**config.mk**
```make
export PLATFORM = sky130hd
export DESIGN_NAME = fb_rd_arbiter
export DESIGN_NICKNAME = d
export VERILOG_FILES = /design/src/rtl/fb_rd_arbiter.sv
export SDC_FILE = /design/constraint.sdc
export NUM_CORES = 1
export LEC_CHECK = 0
export ABC_CLOCK_PERIOD_IN_PS = 1600
export CAP_MARGIN = 20
export CORE_MARGIN = 1
export CORE_UTILIZATION = 31
export DETAILED_ROUTE_END_ITERATION = 8
export HOLD_SLACK_MARGIN = 0.05
export PLACE_DENSITY = 0.76
export SLEW_MARGIN = 20
export SYNTH_ARGS = -nofsm -noshare
export SYNTH_HDL_FRONTEND = slang
export SYNTH_SLANG_ARGS = --single-unit
```
**constraint.sdc**
```tcl
create_clock -name clk -period 1.6 [get_ports clk]
set_input_delay 0.4 -clock clk [delete_from_list [all_inputs] [get_ports clk]]
set_output_delay 0.4 -clock clk [all_outputs]
set_load 0.01 [all_outputs]
```
**src/rtl/fb_rd_arbiter.sv**
```systemverilog
// Two-requester read arbiter for a shared frame-buffer BRAM port, display first.
// Define FB_ARB_STARVE_EN to add the anti-starvation override for the processing requester.
module fb_rd_arbiter #(
    parameter int ADDR_W   = 19,
    parameter int DATA_W   = 12,
    parameter int RD_LAT   = 2,
    parameter int MAX_WAIT = 16
) (
    input  logic              clk,
    input  logic              rstn,
    input  logic              disp_req,
    input  logic [ADDR_W-1:0] disp_addr,
    output logic              disp_gnt,
    output logic              disp_vld,
    output logic [DATA_W-1:0] disp_data,
    input  logic              proc_req,
    input  logic [ADDR_W-1:0] proc_addr,
    output logic              proc_gnt,
    output logic              proc_vld,
    output logic [DATA_W-1:0] proc_data,
    output logic              bram_en,
    output logic [ADDR_W-1:0] bram_addr,
    input  logic [DATA_W-1:0] bram_dout,
    output logic              disp_miss
);

    // An out-of-range configuration never grants, so a mis-built instance fails safe.
    localparam bit PARAMS_OK = (RD_LAT >= 1) && (RD_LAT <= 4) &&
                               (MAX_WAIT >= 2) && (MAX_WAIT <= 255);

    logic              starve_ovr_s;
    logic [RD_LAT-1:0] tag_vld_r;
    logic [RD_LAT-1:0] tag_own_r;
    logic              rsp_vld_s;
    logic              rsp_own_s;

`ifdef FB_ARB_STARVE_EN
    localparam logic [7:0] WAIT_MAX = 8'(MAX_WAIT);

    logic [7:0] wait_cnt_r;

    assign starve_ovr_s = (wait_cnt_r == WAIT_MAX);

    // Consecutive cycles proc has been kept waiting; a grant or an idle cycle restarts it.
    always_ff @(posedge clk or negedge rstn) begin
        if (!rstn) begin
            wait_cnt_r <= 8'd0;
        end else if (!proc_req || proc_gnt) begin
            wait_cnt_r <= 8'd0;
        end else if (wait_cnt_r != WAIT_MAX) begin
            wait_cnt_r <= wait_cnt_r + 8'd1;
        end
    end
`else
    assign starve_ovr_s = 1'b0;
`endif

    // Grant decision: display wins unless proc has hit the starvation threshold.
    always_comb begin
        disp_gnt = 1'b0;
        proc_gnt = 1'b0;
        if (rstn && PARAMS_OK) begin
            if (proc_req && (!disp_req || starve_ovr_s)) begin
                proc_gnt = 1'b1;
            end else if (disp_req) begin
                disp_gnt = 1'b1;
            end else begin
                disp_gnt = 1'b0;
            end
        end else begin
            proc_gnt = 1'b0;
        end
    end

    // BRAM port mux; the address is forced to zero whenever no read is issued.
    always_comb begin
        bram_en   = disp_gnt | proc_gnt;
        bram_addr = {ADDR_W{1'b0}};
        case ({disp_gnt, proc_gnt})
            2'b10:   bram_addr = disp_addr;
            2'b01:   bram_addr = proc_addr;
            default: bram_addr = {ADDR_W{1'b0}};
        endcase
        disp_miss = rstn & disp_req & ~disp_gnt;
    end

    // Tag pipeline mirrors the BRAM latency; owner bit 1 marks a proc read.
    always_ff @(posedge clk or negedge rstn) begin
        if (!rstn) begin
            tag_vld_r <= {RD_LAT{1'b0}};
            tag_own_r <= {RD_LAT{1'b0}};
        end else begin
            tag_vld_r[0] <= bram_en;
            tag_own_r[0] <= proc_gnt;
            for (int i = 1; i < RD_LAT; i++) begin
                tag_vld_r[i] <= tag_vld_r[i-1];
                tag_own_r[i] <= tag_own_r[i-1];
            end
        end
    end

    assign rsp_vld_s = tag_vld_r[RD_LAT-1];
    assign rsp_own_s = tag_own_r[RD_LAT-1];

    // Capture returning data into the owner's register; data holds between pulses.
    always_ff @(posedge clk or negedge rstn) begin
        if (!rstn) begin
            disp_vld  <= 1'b0;
            proc_vld  <= 1'b0;
            disp_data <= {DATA_W{1'b0}};
            proc_data <= {DATA_W{1'b0}};
        end else begin
            disp_vld <= rsp_vld_s & ~rsp_own_s;
            proc_vld <= rsp_vld_s & rsp_own_s;
            if (rsp_vld_s && !rsp_own_s) begin
                disp_data <= bram_dout;
            end
            if (rsp_vld_s && rsp_own_s) begin
                proc_data <= bram_dout;
            end
        end
    end

endmodule

```
==> results.yml, run 1 <==
timing:
  final-setup-viol-count: 19
  clock.fmax_ghz: 0.4979
  timing.final.ws_setup_ns: -0.4083
  rsz_0062_raised_after_global_routing: "yes"
  slew_viol_final: 0
  timing_hold_violations_final: 0
  finalCritPeriodShare_pct: 125.5
  timing.clock.skew_ns: 0.005551
  final_critical_path_required_period_ns: 2.008
cells_and_area:
  design.final.nets: 290
  multiInputGateArea_sq_um: 795.8
  fraction_of_layout_instances_using_a_drive_strength_above_1_pct: 48.72
  diodes: 0
  synthToLayoutAreaGrowth_pct: 98.54
  postLayoutCellArea_sq_mm: 0.002894
  n_fill_cell: 364
  ff_latch_area_sq_um: 750.7
placement:
  portBuffers: 101
  dp_wirelength_mm: 3.199
  detailed_place.area_sq_mm: 0.002678
  routabilityCongestion: 0.7478
clock_tree:
  htree_num_levels: 2
  cts_root_buf: "clkbuf_8"
  tritoncts.num_buffers: 5
  path_clk_slew_ns: 0.06
  holdBufCountCts: 0
  clock_sink_count: 30
  tritoncts: "built"
  clockBufferDepth: 2
  worst_skew_pair.late_latency_ns: 0.28
die:
  io_pins: 103
  dieArea_sq_mm: 0.004980
  chipHeight_um: 70.57
  core-area_sq_mm: 0.004444
  chipWidth_um: 70.57
  row_count: 24
  start_util_pct: 32.80
routing:
  routed_via_density: 4.885
  drt_wl_total_mm: 4.464
  number_of_nets_with_antenna_violations_after_detailed_routing: 0
  firstDrtPassIters: 7
  drc_errors: 17
  wl_per_cell_um: 15.61
  routed-via-count: 1397
  dr.first_iter.drc_count: 53
synthesis:
  syn_inst: 112
  post-synth-top-area-cell: "dfrtp_1"
  postSynthRegisterBits: 30
  yosys.area.top_type_share_pct: 51.50
  syn-num-nets: 169
  ys_seq_area_share_pct: 51.50
  syn-mean-instance-area_sq_um: 13.01
  synthDistinctLibCells: 16
  ys_top_cells_by_area: "dfrtp_1, mux2_2, a22oi_1"
  post_synth_instance_area_sq_mm: 0.001458
  yosysWarnings: 0
worst_setup_path:
  worstSetupEndpointType: "primary output"
  data_required_critical_path_ns: 1.20
  critical_path_class: "in -> out"
  start_kind: "input port"
  cp_data_arrival_time_ns: 1.61
  crit_fanout: 4
status:
  outcome: "finished, violations left"
  failed_checks: "DRC, setup timing"
pwr:
  p_leak_nw: 1.369
  vdd_drop_max_mv: 0.4117
  power_density_mw_per_mm2: 845.3
  power_w: 0.002446
hold_path:
  worst_hold_path_type: "in -> async"
grt:
  global_route.usage.total_pct: 19.25
  grt_max_degree: 31
  grt_pass1_vias: 1481
  wire_length_of_the_first_global_routing_pass_mm: 7.155
  grt_overflow_total: 0
  antenna_violations_before_repair: 0
job:
  drv.max_cap_violation_count: 0
## flip-flops by register name, summed over array words and instances (netlist names)
signal / cells
proc_vld: 1
tag_vld_r: 2
proc_data: 12
disp_vld: 1
disp_data: 12
tag_own_r: 2
## layout make-up
| type | instances | share of cell area [%] |
|---|---|---|
| Clock buffer | 7 | 2.983 |
| Clock inverter | 1 | 0.1729 |
| Inverter | 4 | 0.6053 |
| Multi-Input combinational cell | 70 | 27.50 |
| Sequential cell | 30 | 25.94 |
| Tap cell | 52 | 2.248 |
| Timing Repair Buffer | 122 | 40.55 |
## where the power goes
group / internal (W) / leakage [nW] / switching [W] / total, W
combinational: 0.000562 / 0.962 / 0.000305 / 0.000867
sequential: 0.000897 / 0.359 / 0.0000669 / 0.000964
clock: 0.000346 / 0.0482 / 0.000270 / 0.000616
## Yosys cell counts (all sizes together)
cell,count
a22oi,19
nand3b,1
clkbuf,1
conb,1
mux2,24
buf,7
dfrtp,30
nand2,2
inv,4
ha,3
nor2b,20
## worst max-delay path, cell delays in order
cell and delay [ns]:
buf_6 0.09, nand3b_1 0.20, buf_4 0.17, inv_4 0.05, ha_4 0.13, buf_6 0.11, buf_4 0.12, a22oi_2 0.07
nor2b_2 0.12, buf_2 0.14
## path summary, 6_finish.rpt
check	start	to	slack (ns)	depth (start not counted)
worst max-delay path	disp_req	bram_addr[9]	-0.41	10
worst min-delay path	rstn	disp_data[2]$_DFFE_PN0P_	0.13	2
worst max register to register	tag_own_r[1]$_DFF_PN0_	disp_data[1]$_DFFE_PN0P_	0.32	2
worst min register to register	tag_own_r[0]$_DFF_PN0_	tag_own_r[1]$_DFF_PN0_	0.35	0
max in group asynchronous	rstn	tag_own_r[1]$_DFF_PN0_	1.21	2
min in group clk	tag_own_r[0]$_DFF_PN0_	tag_own_r[1]$_DFF_PN0_	0.35	0
## layer usage
layer  global-route usage [%]  routed length, um  up-vias
li1                         -                  -      636
met1                    21.49               1690      663
met2                    33.33               2203       91
met3                    5.983                471        7
met4                    9.778                 98        0
met5                        0                  0        -
## cells by family after synthesis
| logic type | count (synthesis) | share of synthesized area [%] |
|---|---|---|
| flip-flops | 30 | 51.50 |
| multiplexers | 24 | 20.86 |
| AND/OR/NAND/NOR | 23 | 10.30 |
| AO/OA/AOI/OAI | 19 | 9.786 |
| buffers and inverters | 12 | 4.721 |
| adder cells (fa/ha/maj) | 3 | 2.575 |
| other | 1 | 0.2573 |
## stage by stage
step / utilization [%] / std cells / worst slack (ns) / hold slack [ns] / setup TNS (ns)
2_1_floorplan: - / 112 / -0.1286 / 0.1044 / -1.606
3_3_place_gp: 60.25 / 267 / -1.132 / 0.3337 / -22.41
3_5_place_dp: 60.25 / 267 / -1.165 / 0.3364 / -22.90
4_1_cts: 64.05 / 286 / -0.4258 / 0.1296 / -7.239
5_1_grt: 65.12 / 286 / -0.5238 / 0.1497 / -9.153
6_report: 65.12 / 286 / -0.4083 / 0.1251 / -7.295
## what timing repair did
action                                  in CTS  in global routing
gates cloned                                 2                  0
pin swaps                                   11                  4
endpoints found under the setup margin      23                 33
resized for setup                          114                 17
buffers inserted                             9                  0
## cells in the final DEF (no fill, tap or decap), types with 2 or more instances in the layout
cell type        netlist  routed
clkdlybuf4s50_1        0      62
dfrtp_1               30      30
buf_2                  4      21
a22oi_2                0      18
mux2_2                15      15
buf_4                  1      15
dlymetal6s2s_1         0      13
nor2b_2                0      11
mux2_4                 9       9
nor2b_1               19       8
clkbuf_8               0       6
buf_6                  2       4
ha_4                   0       3
inv_2                  0       2
nand2_2                1       2
buf_16                 0       2
dlygate4sd2_1          0       2
buf_12                 0       2
Power figures use the tool's default switching activity.
==> inputs of run 2 (changes only) <==
--- a/config.mk
+++ b/config.mk
@@ -7,6 +7,7 @@
 export LEC_CHECK = 0
 export ABC_CLOCK_PERIOD_IN_PS = 1600
 export CAP_MARGIN = 20
+export CORE_ASPECT_RATIO = 1.1
 export CORE_MARGIN = 1
 export CORE_UTILIZATION = 31
 export DETAILED_ROUTE_END_ITERATION = 8
==> results.yml, run 2 (synthesized netlist as in run 1, its figures left out) <==
routing:
  drc_errors: 0
  dr.first_iter.drc_count: 49
  routed-via-count: 1365
  top_layer_used: "met4"
  routed_via_density: 4.723
  drt_wl_total_mm: 4.548
  firstDrtPassIters: 4
  wl_per_cell_um: 15.74
  number_of_nets_with_antenna_violations_after_detailed_routing: 0
  wl_met1_mm: 1.721
  route.met2.wl_mm: 2.369
  met3_length_um: 390
worst_setup_path:
  worstSetupEndpointType: "primary output"
  data_required_critical_path_ns: 1.20
  start_point_of_the_critical_path: "disp_req"
  crit_fanout: 6
  start_kind: "input port"
  critical_path_class: "in -> out"
  cp_data_arrival_time_ns: 1.56
  regToRegStartpoint: "tag_own_r[1]$_DFF_PN0_"
timing:
  timing.clock.skew_ns: 0.002739
  fin_worst_hold_slack_ns: 0.1514
  timing.final.ws_setup_ns: -0.3639
  finalSetupTns_ns: -6.263
  timing_hold_violations_final: 0
  final-setup-viol-count: 19
  finalCritPeriodShare_pct: 122.7
  rsz_0062_raised_after_global_routing: "yes"
  slew_viol_final: 0
  final_critical_path_required_period_ns: 1.964
  clock.fmax_ghz: 0.5092
status:
  outcome: "finished, violations left"
  failed_checks: "setup timing"
grt:
  grt_pass1_vias: 1493
  wire_length_of_the_first_global_routing_pass_mm: 6.755
  grt_overflow_total: 0
  grt_max_degree: 31
  antenna_violations_before_repair: 0
  global_route.usage.total_pct: 18.43
die:
  dieArea_sq_mm: 0.004981
  start_util_pct: 33.05
  core-area_sq_mm: 0.004410
  row_count: 25
  chipWidth_um: 67.38
  chipHeight_um: 73.92
  io_pins: 103
clock_tree:
  htree_num_levels: 2
  clockBufferDepth: 2
  holdBufCountCts: 0
  path_clk_slew_ns: 0.06
  worst_skew_pair.late_latency_ns: 0.27
  cts_root_buf: "clkbuf_8"
  tritoncts.num_buffers: 5
  clock_sink_count: 30
  tritoncts: "built"
pwr:
  power_w: 0.002448
  vdd_drop_max_mv: 0.3979
  p_leak_nw: 1.393
  power_density_mw_per_mm2: 827.1
placement:
  dp_wirelength_mm: 3.110
  place.detailed.instances: 265
  portBuffers: 101
  routabilityCongestion: 0.6978
job:
  drv.max_cap_violation_count: 0
cells_and_area:
  synthToLayoutAreaGrowth_pct: 103.0
  diodes: 0
  fraction_of_layout_instances_using_a_drive_strength_above_1_pct: 49.36
  stdcell_count: 289
  most_frequent_cells_in_the_layout: "clkdlybuf4s50_1, dfrtp_1, buf_2"
  post-route-util_pct: 67.09
  largestRegisters: "disp_data (12), proc_data (12)"
  most_common_library_cell_in_the_layout_ignoring_fill_and_taps: "clkdlybuf4s50_1"
  design.final.nets: 291
hold_path:
  worst_hold_path_type: "in -> async"
[run 2: cell count changes in the layout (fill, tap and decap cells not counted), moves of 2 or more]
cell,before,now
buf_2,21,19
nor2b_1,8,6
buf_4,15,7
buf_6,4,15
[run 2: final cells by class]
type,instances,area [sq um]
clock buffers,7,86.33
clock inverters,1,5.005
fillers,320,1451
inverters,4,17.52
multi-input cells,70,795.8
flip-flops and latches,30,750.7
well taps,54,67.56
repair buffers,123,1236
[run 2: metrics by stage]
stage / area, sq um / setup WS, ns
after floorplan: 1579 / -0.1286
after global placement: 2638 / -1.073
after detailed placement: 2638 / -1.150
final: 2959 / -0.3639
after CTS: 2874 / -0.3255
after global routing: 2959 / -0.4478
[run 2: worst paths after layout]
kind	endpoint	slack, ns	depth (start not counted)
worst max-delay path	bram_addr[2]	-0.36	9
worst min-delay path	proc_data[4]$_DFFE_PN0P_	0.15	2
worst max register to register	proc_data[6]$_DFFE_PN0P_	0.33	2
worst min register to register	tag_vld_r[1]$_DFF_PN0_	0.35	0
max in group asynchronous	disp_data[2]$_DFFE_PN0P_	1.18	2
min in group clk	tag_vld_r[1]$_DFF_PN0_	0.35	0
[run 2: routing by layer]
| layer | track usage [%] | up-vias |
|---|---|---|
| met3 | 6.832 | 8 |
| met4 | 5.910 | 0 |
| li1 | - | 635 |
| met2 | 33.67 | 87 |
| met5 | 0 | - |
| met1 | 19.21 | 635 |
[run 2: timing repair]
item,4_1_cts,5_1_grt
setup endpoints to repair,22,34
gates cloned,5,0
pin swaps,17,6
resized for setup,121,25
buffers inserted,10,2
[run 2: critical path: stages]
cell	delay, ns
buf_8	0.09
nand3b_1	0.18
buf_6	0.16
inv_4	0.05
ha_4	0.19
buf_6	0.15
a22oi_2	0.08
nor2b_2	0.13
buf_6	0.12
[run 2: power breakdown]
| group | leakage [nW] | switching, W | internal (W) |
|---|---|---|---|
| clock network | 0.0482 | 0.000246 | 0.000346 |
| logic | 0.986 | 0.000305 | 0.000582 |
| registers | 0.359 | 0.0000711 | 0.000897 |
| total | 1.39 | 0.000623 | 0.00182 |
